$ cat config.mk
export PLATFORM = sky130hd
export DESIGN_NAME = sprite_row_fetch
export DESIGN_NICKNAME = d
export VERILOG_FILES = /design/src/rtl/sprite_row_fetch.sv
export SDC_FILE = /design/constraint.sdc
export NUM_CORES = 1
export LEC_CHECK = 0
export BUFFER_PORTS_ARGS = -buffer_cell sky130_fd_sc_hd__buf_2
export CAP_MARGIN = 20
export CORE_AREA = 5 5 111 113
export DETAILED_ROUTE_END_ITERATION = 6
export DIE_AREA = 0 0 116 118
export GPL_TIMING_DRIVEN = 0
export PLACE_DENSITY = 0.74
export SYNTH_ARGS = -nofsm -noshare
export SYNTH_HDL_FRONTEND = slang
export SYNTH_SLANG_ARGS = --single-unit
$ cat constraint.sdc
create_clock -name clk -period 3.1 [get_ports clk]
set_input_delay 0.62 -clock clk [delete_from_list [all_inputs] [get_ports clk]]
set_output_delay 0.62 -clock clk [all_outputs]
set_load 0.005 [all_outputs]
$ cat src/rtl/sprite_row_fetch.sv
// Per-scanline sprite row fetcher: picks the sprite row for the upcoming line,
// loads it (or zeros) into the pixel shift register, then paces NUM_WORDS shifts from sprite_x.
module sprite_row_fetch #(
  parameter int WORD_SIZE   = 4,
  parameter int NUM_WORDS   = 16,
  parameter int SPRITE_ROWS = 16,
  parameter int NUM_FRAMES  = 4,
  parameter int COORD_W     = 11,
  parameter int ROM_ADDR_W  = 6
) (
  input  logic                              clk,
  input  logic                              reset,
  input  logic                              pix_en,
  input  logic [COORD_W-1:0]                hcount,
  input  logic                              line_start,
  input  logic [COORD_W-1:0]                line_num,
  input  logic                              sprite_on,
  input  logic [COORD_W-1:0]                sprite_x,
  input  logic [COORD_W-1:0]                sprite_y,
  input  logic [$clog2(NUM_FRAMES)-1:0]     frame_sel,
  output logic [ROM_ADDR_W-1:0]             rom_addr,
  input  logic [WORD_SIZE*NUM_WORDS-1:0]    rom_data,
  output logic                              sr_ld,
  output logic [WORD_SIZE*NUM_WORDS-1:0]    sr_data,
  output logic                              sr_en,
  output logic                              busy
);

  localparam int CNT_W = $clog2(NUM_WORDS + 1);

  typedef enum logic [2:0] {
    S_IDLE, S_ADDR, S_WAIT, S_LOAD, S_ARMED, S_SHIFT
  } state_t;

  state_t                           r_state;
  logic [COORD_W-1:0]               r_x;
  logic [CNT_W-1:0]                 r_cnt;
  logic [ROM_ADDR_W-1:0]            r_rom_addr;
  logic                             r_sr_ld;
  logic [WORD_SIZE*NUM_WORDS-1:0]   r_sr_data;

  logic signed [COORD_W:0]          w_row;
  logic                             w_hit;
  logic [ROM_ADDR_W-1:0]            w_addr;
  logic                             w_match;
  logic                             w_shift;

  // Row select: one extra bit so a sprite starting below this line gives a negative row
  assign w_row  = $signed({1'b0, line_num}) - $signed({1'b0, sprite_y});
  assign w_hit  = sprite_on && !w_row[COORD_W] &&
                  (w_row[COORD_W-1:0] < COORD_W'(SPRITE_ROWS));
  assign w_addr = ROM_ADDR_W'(frame_sel) * ROM_ADDR_W'(SPRITE_ROWS) +
                  ROM_ADDR_W'(w_row[COORD_W-1:0]);

  // The load strobe lands in the first ARMED cycle, so the match is held off for it
  assign w_match = (r_state == S_ARMED) && !r_sr_ld && pix_en && (hcount == r_x);
  assign w_shift = (r_state == S_SHIFT) && pix_en;
  assign sr_en   = !reset && !line_start && (w_match || w_shift);

  assign rom_addr = r_rom_addr;
  assign sr_ld    = r_sr_ld;
  assign sr_data  = r_sr_data;
  assign busy     = (r_state != S_IDLE);

  always_ff @(posedge clk) begin
    if (reset) begin
      r_state    <= S_IDLE;
      r_x        <= '0;
      r_cnt      <= '0;
      r_rom_addr <= '0;
      r_sr_ld    <= 1'b0;
      r_sr_data  <= '0;
    end else begin
      r_sr_ld <= 1'b0;
      if (line_start) begin
        r_x   <= sprite_x;
        r_cnt <= '0;
        if (w_hit) begin
          r_rom_addr <= w_addr;
          r_state    <= S_ADDR;
        end else begin
          r_sr_ld   <= 1'b1;
          r_sr_data <= '0;
          r_state   <= S_IDLE;
        end
      end else begin
        case (r_state)
          S_IDLE:  ;
          S_ADDR:  r_state <= S_WAIT;
          // ROM row is valid here, one clock after the registered address
          S_WAIT: begin
            r_sr_data <= rom_data;
            r_state   <= S_LOAD;
          end
          S_LOAD: begin
            r_sr_ld <= 1'b1;
            r_state <= S_ARMED;
          end
          S_ARMED: begin
            if (w_match) begin
              r_cnt   <= CNT_W'(1);
              r_state <= S_SHIFT;
            end
          end
          S_SHIFT: begin
            if (pix_en) begin
              if (r_cnt == CNT_W'(NUM_WORDS - 1)) begin
                r_cnt   <= '0;
                r_state <= S_IDLE;
              end else begin
                r_cnt <= r_cnt + 1'b1;
              end
            end
          end
          default: r_state <= S_IDLE;
        endcase
      end
    end
  end

endmodule

-- After elaboration in Yosys (flattened, before gate mapping)
Cells that the tools add are included.
- bits of input ports: 115
- output and inout port bits: 73
- logic and storage cells: 62
- bits in registers: 90
- $lt $le $gt $ge: 1
- add/subtract/negate cells: 3
- eq/ne operators: 14
- muxes and demuxes: 16
- reduce and logical (&&, ||, !) cells: 22
- operator list (cell ; count):
    64-bit 2-to-1 mux ; 3
    3-bit case mux with 6 select lines ; 1
    5-bit 2-to-1 mux ; 3
    3-bit 2-to-1 mux ; 4
    11-bit by 11-bit subtractor with 12-bit output ; 1
    11-bit == test ; 1
    11-bit by 5-bit less-than comparator with 1-bit output (second input constant) ; 1
    5-bit case mux with 2 select lines ; 1
    1-bit logical AND ; 8
    2-bit != test (second input constant) ; 4
    6-bit adder ; 1
    3-bit by 2-bit == test with 1-bit output (second input constant) ; 2
    3-bit == test (second input constant) ; 2
    3-bit != test (second input constant) ; 2
    5-bit by 1-bit adder with 5-bit output (second input constant) ; 1
    5-bit by 4-bit == test with 1-bit output (second input constant) ; 1
    1-bit logical NOT ; 4
    1-bit 2-to-1 mux ; 4
    2-bit AND reduction ; 2
    4-bit AND reduction ; 1
    2-bit nonzero test ; 2
    3-bit by 1-bit == test with 1-bit output (second input constant) ; 1
    3-bit logical NOT ; 1
    3-bit by 2-bit != test with 1-bit output (second input constant) ; 1
    other kinds (4) ; 4

-- Depth between registers and ports, before layout
Gate-level depths: netlist of the first run.
- word-level depth: 7
- gate-level depth with buffers: 13
- mapped depth without buffers: 11

-- Worst setup path before layout of the first run
No wires, ideal clock.
- path type: input port to flip-flop
- start: in line_num[0]
- end: reg r_rom_addr[2] (netlist: rom_addr[2])
- arrival: 2.887 ns
- path slack: 0.090 ns
- stages on the path: 11
- setup time: 0.123 ns
- buffers on the path: 1
- cells stage by stage: inv_1 ha_1 fa_1 nand2b_1 a211oi_1 o41ai_2 xnor2_1 nor4_4 and3_1 buf_4 mux2_1
- longest elaborated chain between the ends: 5
- elaborated cells between the ends (all ways): 7
- classes of those cells: add/sub (2); order compare (1); reduce/logical (4)
- ends and longest elaborated chain (element ; RTL line ; source):
    from (decl) ; 16 ; input logic [COORD_W-1:0] line_num,
    11-bit by 11-bit subtractor with 12-bit output (*) ; 49 ; assign w_row = $signed({1'b0, line_num}) - $signed({1'b0, sprite_y});
    parallel branches: the longest is 4 deep, another holds 11-bit by 5-bit less-than comparator with 1-bit output ; n/a ;
    to (signal assigned) ; 79 ; r_rom_addr <= w_addr;
    to (decl) ; 38 ; logic [ROM_ADDR_W-1:0] r_rom_addr;
Mark *: on every way between the ends.
A chain may end at the register's enable or synchronous reset.

-- Worst setup path after layout of the first run
Ends and elaborated chain as after synthesis.

==> results of run 1 <==
==> final cells by class <==
class                      count  share of cell area
timing repair buffer         188               0.148
clock inverter                 6              0.0176
buffer                        61              0.0462
multi-input combinational    433               0.433
inverter                      13             0.00764
tap                          143              0.0280
clock buffer                  10              0.0374
sequential                    90               0.282
==> what timing repair did <==
| action | CTS | global route |
|---|---|---|
| setup endpoints to repair | 0 | 36 |
| buffers inserted | 0 | 1 |
| gates resized for setup | 0 | 0 |
==> metal layers <==
metal	global-route usage	up-vias
li1	-	2599
met1	0.263	2486
met2	0.358	166
met3	0.0447	18
met4	0.0558	0
met5	0	-
==> report_power, final <==
part,internal [µW],switching [µW]
Sequential,1170,11.0
Clock,813,468
Combinational,172,225
==> Yosys cell counts, types with 4 or more instances <==
cell      number
nor3_1         4
nor3b_1       66
nor2_1        27
ha_1          13
nand2_1       11
dfxtp_1       90
xnor2_1       16
a211oi_1       7
nand4_1       67
buf_6          5
o21ai_0        5
buf_2          8
inv_1         12
buf_1          8
a31oi_1        4
nand2b_1       5
buf_4          5
clkbuf_1      35
nand3_1        9
a21oi_1      142
mux2i_1       13
nor2b_1        9
==> logic make-up after synthesis <==
logic type | after synthesis
muxes | 16
DFF | 90
xor gates and xnor gates | 19
AOI/OAI and AO/OA | 171
and+or+nand+nor | 213
adders and majority gates | 14
buffers and inverters | 74
==> path summary, 6_finish.rpt <==
check	start	end	slack [ns]	cells past startpoint
min reg2reg	r_cnt[4]	r_cnt[4]	0.48	1
max reg2reg	r_state[2]	sr_data[4]	1.06	8
max	line_num[0]	rom_addr[2]	0.19	13
min	r_cnt[4]	r_cnt[4]	0.48	1
==> state kept, by name (all words and copies together) (netlist names) <==
name	cells
sr_data	64
r_state	3
rom_addr	6
r_cnt	5
sr_ld	1
r_x	11
==> stage by stage <==
stage          cells  setup TNS (ns)  area, µm²
4_1_cts          943               0       6380
3_3_place_gp     927          -15.13       6030
6_report         944               0       6390
3_5_place_dp     927          -16.62       6030
2_1_floorplan    597               0       4910
5_1_grt          944               0       6390
==> results.toml, run 1 <==
[run_status]
outcome = "completed"

[drt]
dr.max_layer_used = "met4"
ant_nets = 0
routed_wl_mm = 14.9
wl_met2_mm = 7.32
wl_met3_um = 845
met1_length_mm = 6.43
vias = 5269
post_drt_via_cell_ratio = 5.58
wl_per_cell_um = 15.7
first_iter_violations = 359
drt_pre_antenna_iters = 4
drc_errors = 0

[clock_network]
clk_pin_slew_ns = 0.07
clk_latency_ns = 0.34
cts.sinks = 90
hold_buffers = 0
cts_buffers = 9
cts_tree = "done"
cts_root_buf = "clkbuf_16"
cts_max_level = 3
cts_buffer_depth = 2

[die]
rows = 39
initial_core_util = 0.438
die_h_um = 118
io_pins = 188
die_area_mm2 = 0.0137
fp.dieW_um = 116
design.core.area_mm2 = 0.0112

[layout]
final_cell_mix = "buf_2 (195), a21oi_1 (142), dfxtp_1 (90), nand4_1 (67), nor3b_1 (66)"
final_util = 0.569
final_nets = 925
multi_input_comb_area_mm2 = 0.00277
fillCellCount = 1065
area.growth.synth_to_final_pct = 30.0
diodes = 0
drive_gt1_frac = 0.287
final-seq-area_mm2 = 0.00180
final_common_cell = "buf_2"

[yosys]
synthFlopType = "dfxtp_1"
synth_edf_count = 0
yosysUniqueCellTypes = 44
ys_seq_elements = 90
syn_area_per_cell_um2 = 8.23
synth-compound-area-share = 0.189
synth.area.top_cells = "dfxtp_1 (37%), a21oi_1 (14%), nor3b_1 (10%)"
synth-adder-area-share = 0.0372
yosysWarningCount = 0
seq_area_frac_synth = 0.367
synth_mux_area_frac = 0.0334
synth_top_family_by_area = "simple AND/OR/NAND/NOR gates"
synth-simple-area-share = 0.269
synth_area_mm2 = 0.00491
synthXorXnorAreaFrac = 0.0339
synth_largest_area_cell = "dfxtp_1"
synth_top_cell_area_share = 0.367
syn_nets = 726
synth_cells = 597
postSynth.asyncResetShare = 0

[setup_path]
crit_path_top_delay_cell = "fa_1"
critPathMaxStageDelay_ns = 0.40
cp_cell_sequence = "buf_2 > inv_1 > ha_1 > fa_1 > nand2b_1 > a211oi_1 > o211ai_1 > mux2i_1 > nor2b_1 > buf_2 > and3_1 > buf_4 > mux2_1"
crit_arrival_ns = 3.13
path_class = "input pin to flop"
startpoint_type = "input pin"
cpMostUsedCell = "buf_2"
crit_buf_inv = 4
worstPathRequired_ns = 3.32
endpoint_kind = "flop"
worstPathMaxFanout = 6
cpLargestDelayFamily = "adder cells"

[sta]
fin_crit_sh = 0.937
rsz0062_at_grt = "no"
tightest_slew_ns = 0.715
finalCriticalPeriod_ns = 2.91
finalMaxSlewViolations = 0
fin_ws_ns = 0.194
setup_violations = 0
max_freq_mhz = 344
timing.hold.ws_ns = 0.476
hold_violations = 0
skew_ns = 0.00807
slew_headroom = 0.523

[placement]
pre_cts_slack_ns = -0.340
gp_congestion = 0.857
numPortBuffers = 187
dpl.hpwl_mm = 11.3

[grt]
grt_pass1_wl_mm = 23.7
grt_max_degree = 16
grt_pass1_vias = 5109
grt.total_usage = 0.209
grt_antenna_before_repair = 0
overflow = 0

[min_path]
hold_path_class = "flop to flop"

[power_and_ir_drop]
peakVddDrop_mv = 0.317
p_leak_uw = 0.00268
p_total_uw = 2860
p_per_area_mw_per_mm2 = 448

[flow_run]
cap_violations = 0
Power figures use the tool's default switching activity.
==> inputs of run 2 (changes only) <==
--- a/config.mk
+++ b/config.mk
@@ -9,5 +9,5 @@
 export CAP_MARGIN = 20
-export CORE_AREA = 5 5 111 113
+export CORE_AREA = 5 5 85 147
 export DETAILED_ROUTE_END_ITERATION = 6
-export DIE_AREA = 0 0 116 118
+export DIE_AREA = 0 0 90 152
 export GPL_TIMING_DRIVEN = 0
==> constraint.sdc (replaced) <==
create_clock -name clk -period 3.1 [get_ports clk]
set_input_delay 0.775 -clock clk [delete_from_list [all_inputs] [get_ports clk]]
set_output_delay 0.775 -clock clk [all_outputs]
set_load 0.005 [all_outputs]
==> results.toml, run 2 (synthesized netlist as in run 1, its figures left out) <==
[run_status]
outcome = "completed"

[die]
die_area_mm2 = 0.0137
fp.dieW_um = 90
io_pins = 188
design.core.area_mm2 = 0.0113
initial_core_util = 0.436
die_h_um = 152
rows = 52

[min_path]
hold_path_depth = 1
hold_end = "r_cnt[4]"
min_from = "r_cnt[4]"
hold_path_class = "flop to flop"

[power_and_ir_drop]
p_leak_uw = 0.00265
swShare = 0.266
p_comb_frac = 0.151
netSwitchingPower_uw = 718
peakVddDrop_mv = 0.317
p_seq_frac = 0.438
p_total_uw = 2700
p_int_uw = 1980
clkPwrFrac = 0.411
p_per_area_mw_per_mm2 = 425

[setup_path]
path_class = "input pin to flop"
crit_arrival_ns = 3.21
regToRegEndpoint = "sr_data[26]"
crit_path_top_delay_cell = "fa_1"
reg2reg_from = "r_state[2]"
critPathMaxStageDelay_ns = 0.40
startpoint_type = "input pin"
worstPathMaxFanout = 10
cp_cell_sequence = "buf_2 > inv_1 > ha_1 > fa_1 > nand2b_4 > a211oi_2 > o41ai_2 > xnor2_1 > nor4_4 > buf_4 > buf_4 > nand4_1 > a21oi_1"
rrSetupSlack_ns = 1.09
endpoint_kind = "flop"
worstPathRequired_ns = 3.36
cpMostUsedCell = "buf_4"
crit_start = "line_num[0]"
r2r_cells = 8

[clock_network]
cts_tree = "done"
cts_buffers = 9
clk_latency_ns = 0.34
clk_pin_slew_ns = 0.06
cts_buffer_depth = 2
cts.sinks = 90
cts_root_buf = "clkbuf_16"
cts_max_level = 3

[drt]
routed_wl_mm = 15.1
drc_errors = 0
wl_per_cell_um = 16.2
vias = 5266
ant_nets = 0
post_drt_via_cell_ratio = 5.63
first_iter_violations = 203
drt_pre_antenna_iters = 4

[layout]
diodes = 0
final_common_cell = "buf_2"
final_util = 0.564
final_nets = 925
largest_reg_flops = 64
area.growth.synth_to_final_pct = 29.3
final_cell_mix = "buf_2 (194), a21oi_1 (142), dfxtp_1 (90), nand4_1 (67), nor3b_1 (66)"
drive_gt1_frac = 0.291

[sta]
max_freq_mhz = 339
tightest_slew_ns = 0.711
finalMaxSlewViolations = 0
timing.hold.ws_ns = 0.477
fin_crit_sh = 0.952
skew_ns = 0.0150
finalCriticalPeriod_ns = 2.95
slew_headroom = 0.526
hold_violations = 0
rsz0062_at_grt = "no"
setup_violations = 0
setup_tns_ns = 0

[grt]
overflow = 0
grt_pass1_vias = 5462
grt_antenna_before_repair = 0
grt_pass1_wl_mm = 25.0
grt.total_usage = 0.215
grt_max_degree = 17

[placement]
gp_congestion = 0.849
dpl.hpwl_mm = 11.9
numPortBuffers = 187

[flow_run]
cap_violations = 0
-- run 2: worst max-delay path: cells and delay by family --
| kind | cells | cell delay, ns |
|---|---|---|
| buffers and inverters | 4 | 0.52 |
| AND/OR/NAND/NOR | 3 | 0.56 |
| adder cells (fa/ha/maj) | 2 | 0.61 |
| AO/OA/AOI/OAI | 3 | 0.57 |
| XOR/XNOR | 1 | 0.17 |
-- run 2: per-layer routing --
layer  up-vias  wire length, µm  track usage
li1       2585                -            -
met1      2460             5710        0.229
met2       178             8070        0.397
met3        43              811       0.0470
met4         0              533       0.0965
met5         -                0            0
-- run 2: cell type report --
| class | count | area [µm²] |
|---|---|---|
| Sequential cell | 90 | 1800 |
| Buffer | 61 | 298 |
| Timing Repair Buffer | 188 | 943 |
| Multi-Input combinational cell | 433 | 2790 |
| Clock buffer | 10 | 229 |
| Tap cell | 135 | 169 |
| Inverter | 13 | 48.8 |
| Fill cell | 1082 | 4900 |
| Clock inverter | 6 | 72.6 |
-- run 2: what timing repair did --
action,4_1_cts,5_1_grt
gates resized for setup,0,4
endpoints found under the setup margin,21,41
pin swaps,1,2
setup buffers,0,1
cloned,0,0
hold buffers,0,0
-- run 2: power groups by stage --
stage,clock network (µW),logic [µW],registers (µW)
floorplan,0,249,1210
global placement,0,392,1210
detailed placement,0,399,1210
CTS,1130,401,1180
global route,1190,451,1180
finish,1110,407,1180
-- run 2: worst max path at each step --
stage	end	slack, ns	depth (start not counted)
final	sr_data[7]	0.15	13
after global routing	rom_addr[3]	0.02	13
after CTS	sr_data[7]	0.002	13
after detailed placement	sr_data[7]	-0.40	13
after global placement	rom_addr[3]	-0.36	12
after floorplan	rom_addr[2]	0.005	11
-- run 2: stage by stage --
step,cells,area [µm²],worst slack [ns]
after global routing,936,6350,0.0221
after global placement,919,6020,-0.360
after detailed placement,919,6020,-0.396
after CTS,935,6320,0.00201
final,936,6350,0.150
after floorplan,597,4920,0.00477
==> inputs of run 3 (changes only) <==
GPL_TIMING_DRIVEN = unset   (was 0)
HOLD_SLACK_MARGIN = 0.03   (was unset)
==> results.toml, run 3 (synthesized netlist as in run 1, its figures left out) <==
[setup_path]
endpoint = "rom_addr[5]"
endpoint_kind = "flop"
reg2reg_from = "r_state[2]"
worstPathRequired_ns = 3.32
r2r_cells = 8
startpoint_type = "input pin"
path_class = "input pin to flop"
rrSetupSlack_ns = 1.37
regToRegEndpoint = "r_cnt[1]"
crit_arrival_ns = 3.11
crit_start = "line_num[0]"
worstPathMaxFanout = 3

[clock_network]
hold_buffers = 0
cts_root_buf = "clkbuf_16"
clk_latency_ns = 0.34
clk_pin_slew_ns = 0.06
cts.sinks = 90
cts_buffer_depth = 2
cts_max_level = 3
cts_buffers = 9
cts_tree = "done"

[sta]
finalCriticalPeriod_ns = 2.89
hold_violations = 0
max_freq_mhz = 346
setup_tns_ns = 0
timing.hold.ws_ns = 0.476
skew_ns = 0.00566
fin_crit_sh = 0.931
finalMaxSlewViolations = 0
rsz0062_at_grt = "no"
slew_headroom = 0.390
tightest_slew_ns = 0.915
setup_violations = 0

[placement]
gp_congestion = 0.850
dp.cells = 883
dpl.hpwl_mm = 10.2
numPortBuffers = 187

[layout]
layoutNonFillerInstCount = 900
final_nets = 889
fillCellCount = 1041
final_cell_mix = "buf_2 (187), a21oi_1 (141), dfxtp_1 (90), nand4_1 (67), nor3b_1 (66)"
drive_gt1_frac = 0.315
final_common_cell = "buf_2"
largest_reg_flops = 64
area.growth.synth_to_final_pct = 27.9
diodes = 0

[drt]
post_drt_via_cell_ratio = 5.71
drt_pre_antenna_iters = 4
ant_nets = 0
vias = 5135
routed_wl_mm = 14.1
drc_errors = 0
wl_per_cell_um = 15.7
first_iter_violations = 277

[die]
design.core.area_mm2 = 0.0113
io_pins = 188
die_area_mm2 = 0.0137
fp.dieW_um = 90
initial_core_util = 0.436
rows = 52
die_h_um = 152

[grt]
grt_pass1_vias = 4932
grt_antenna_before_repair = 0
grt_max_degree = 95
grt.total_usage = 0.195
grt_pass1_wl_mm = 22.9
overflow = 0

[power_and_ir_drop]
p_total_uw = 2610
peakVddDrop_mv = 0.363
p_leak_uw = 0.00264
p_per_area_mw_per_mm2 = 416

[run_status]
outcome = "completed"

[flow_run]
cap_violations = 0

[min_path]
hold_path_class = "flop to flop"
[run 3: layout make-up]
class	instances	area [µm²]	share of cell area
inverters	13	48.8	0.00776
multi-input cells	433	2790	0.444
clock buffers	9	225	0.0358
clock inverters	7	52.6	0.00836
repair buffers	213	1200	0.191
well taps	135	169	0.0269
flip-flops and latches	90	1800	0.287
[run 3: how the worst min path moves through the flow]
stage | from | endpoint | slack (ns) | cells after the start
final | sr_data[8] | sr_data[8] | 0.48 | 2
after CTS | sr_data[8] | sr_data[8] | 0.48 | 2
after floorplan | r_cnt[3] | r_cnt[3] | 0.44 | 1
after detailed placement | sr_data[8] | sr_data[8] | 0.47 | 2
after global routing | r_cnt[4] | r_cnt[4] | 0.50 | 1
after global placement | r_cnt[3] | r_cnt[3] | 0.46 | 1
[run 3: metrics by stage]
stage | util | setup WS, ns | instance area (µm²)
2_1_floorplan | - | 0.00477 | 4920
3_3_place_gp | 0.532 | -0.117 | 5990
3_5_place_dp | 0.532 | -0.182 | 5990
4_1_cts | 0.557 | 0.170 | 6270
5_1_grt | 0.558 | 0.0318 | 6280
6_report | 0.558 | 0.214 | 6280
[run 3: metal layers]
metal  track usage  vias to the layer above  routed length, µm
li1              -                     2511                  -
met5             0                        -                  0
met1         0.213                     2406               5160
met3        0.0435                       35                902
met2         0.355                      183               7600
met4        0.0845                        0                449
[run 3: power by group]
| part | switching [µW] | internal, µW |
|---|---|---|
| combinational | 226 | 181 |
| sequential | 12.1 | 1170 |
| clock | 475 | 549 |
[run 3: repair_timing]
item                       CTS  global route
resized for setup            0             2
setup endpoints to repair    0            33
buffers inserted             0             1
[run 3: critical path, cell delays in order]
cell and delay [ns]:
buf_2 0.08, inv_1 0.03, ha_1 0.21, fa_1 0.39
nand2b_1 0.20, a21oi_2 0.20, xor2_1 0.22, ha_1 0.20
xor2_1 0.22, nand3_1 0.09, nor3b_1 0.15, mux2_1 0.33
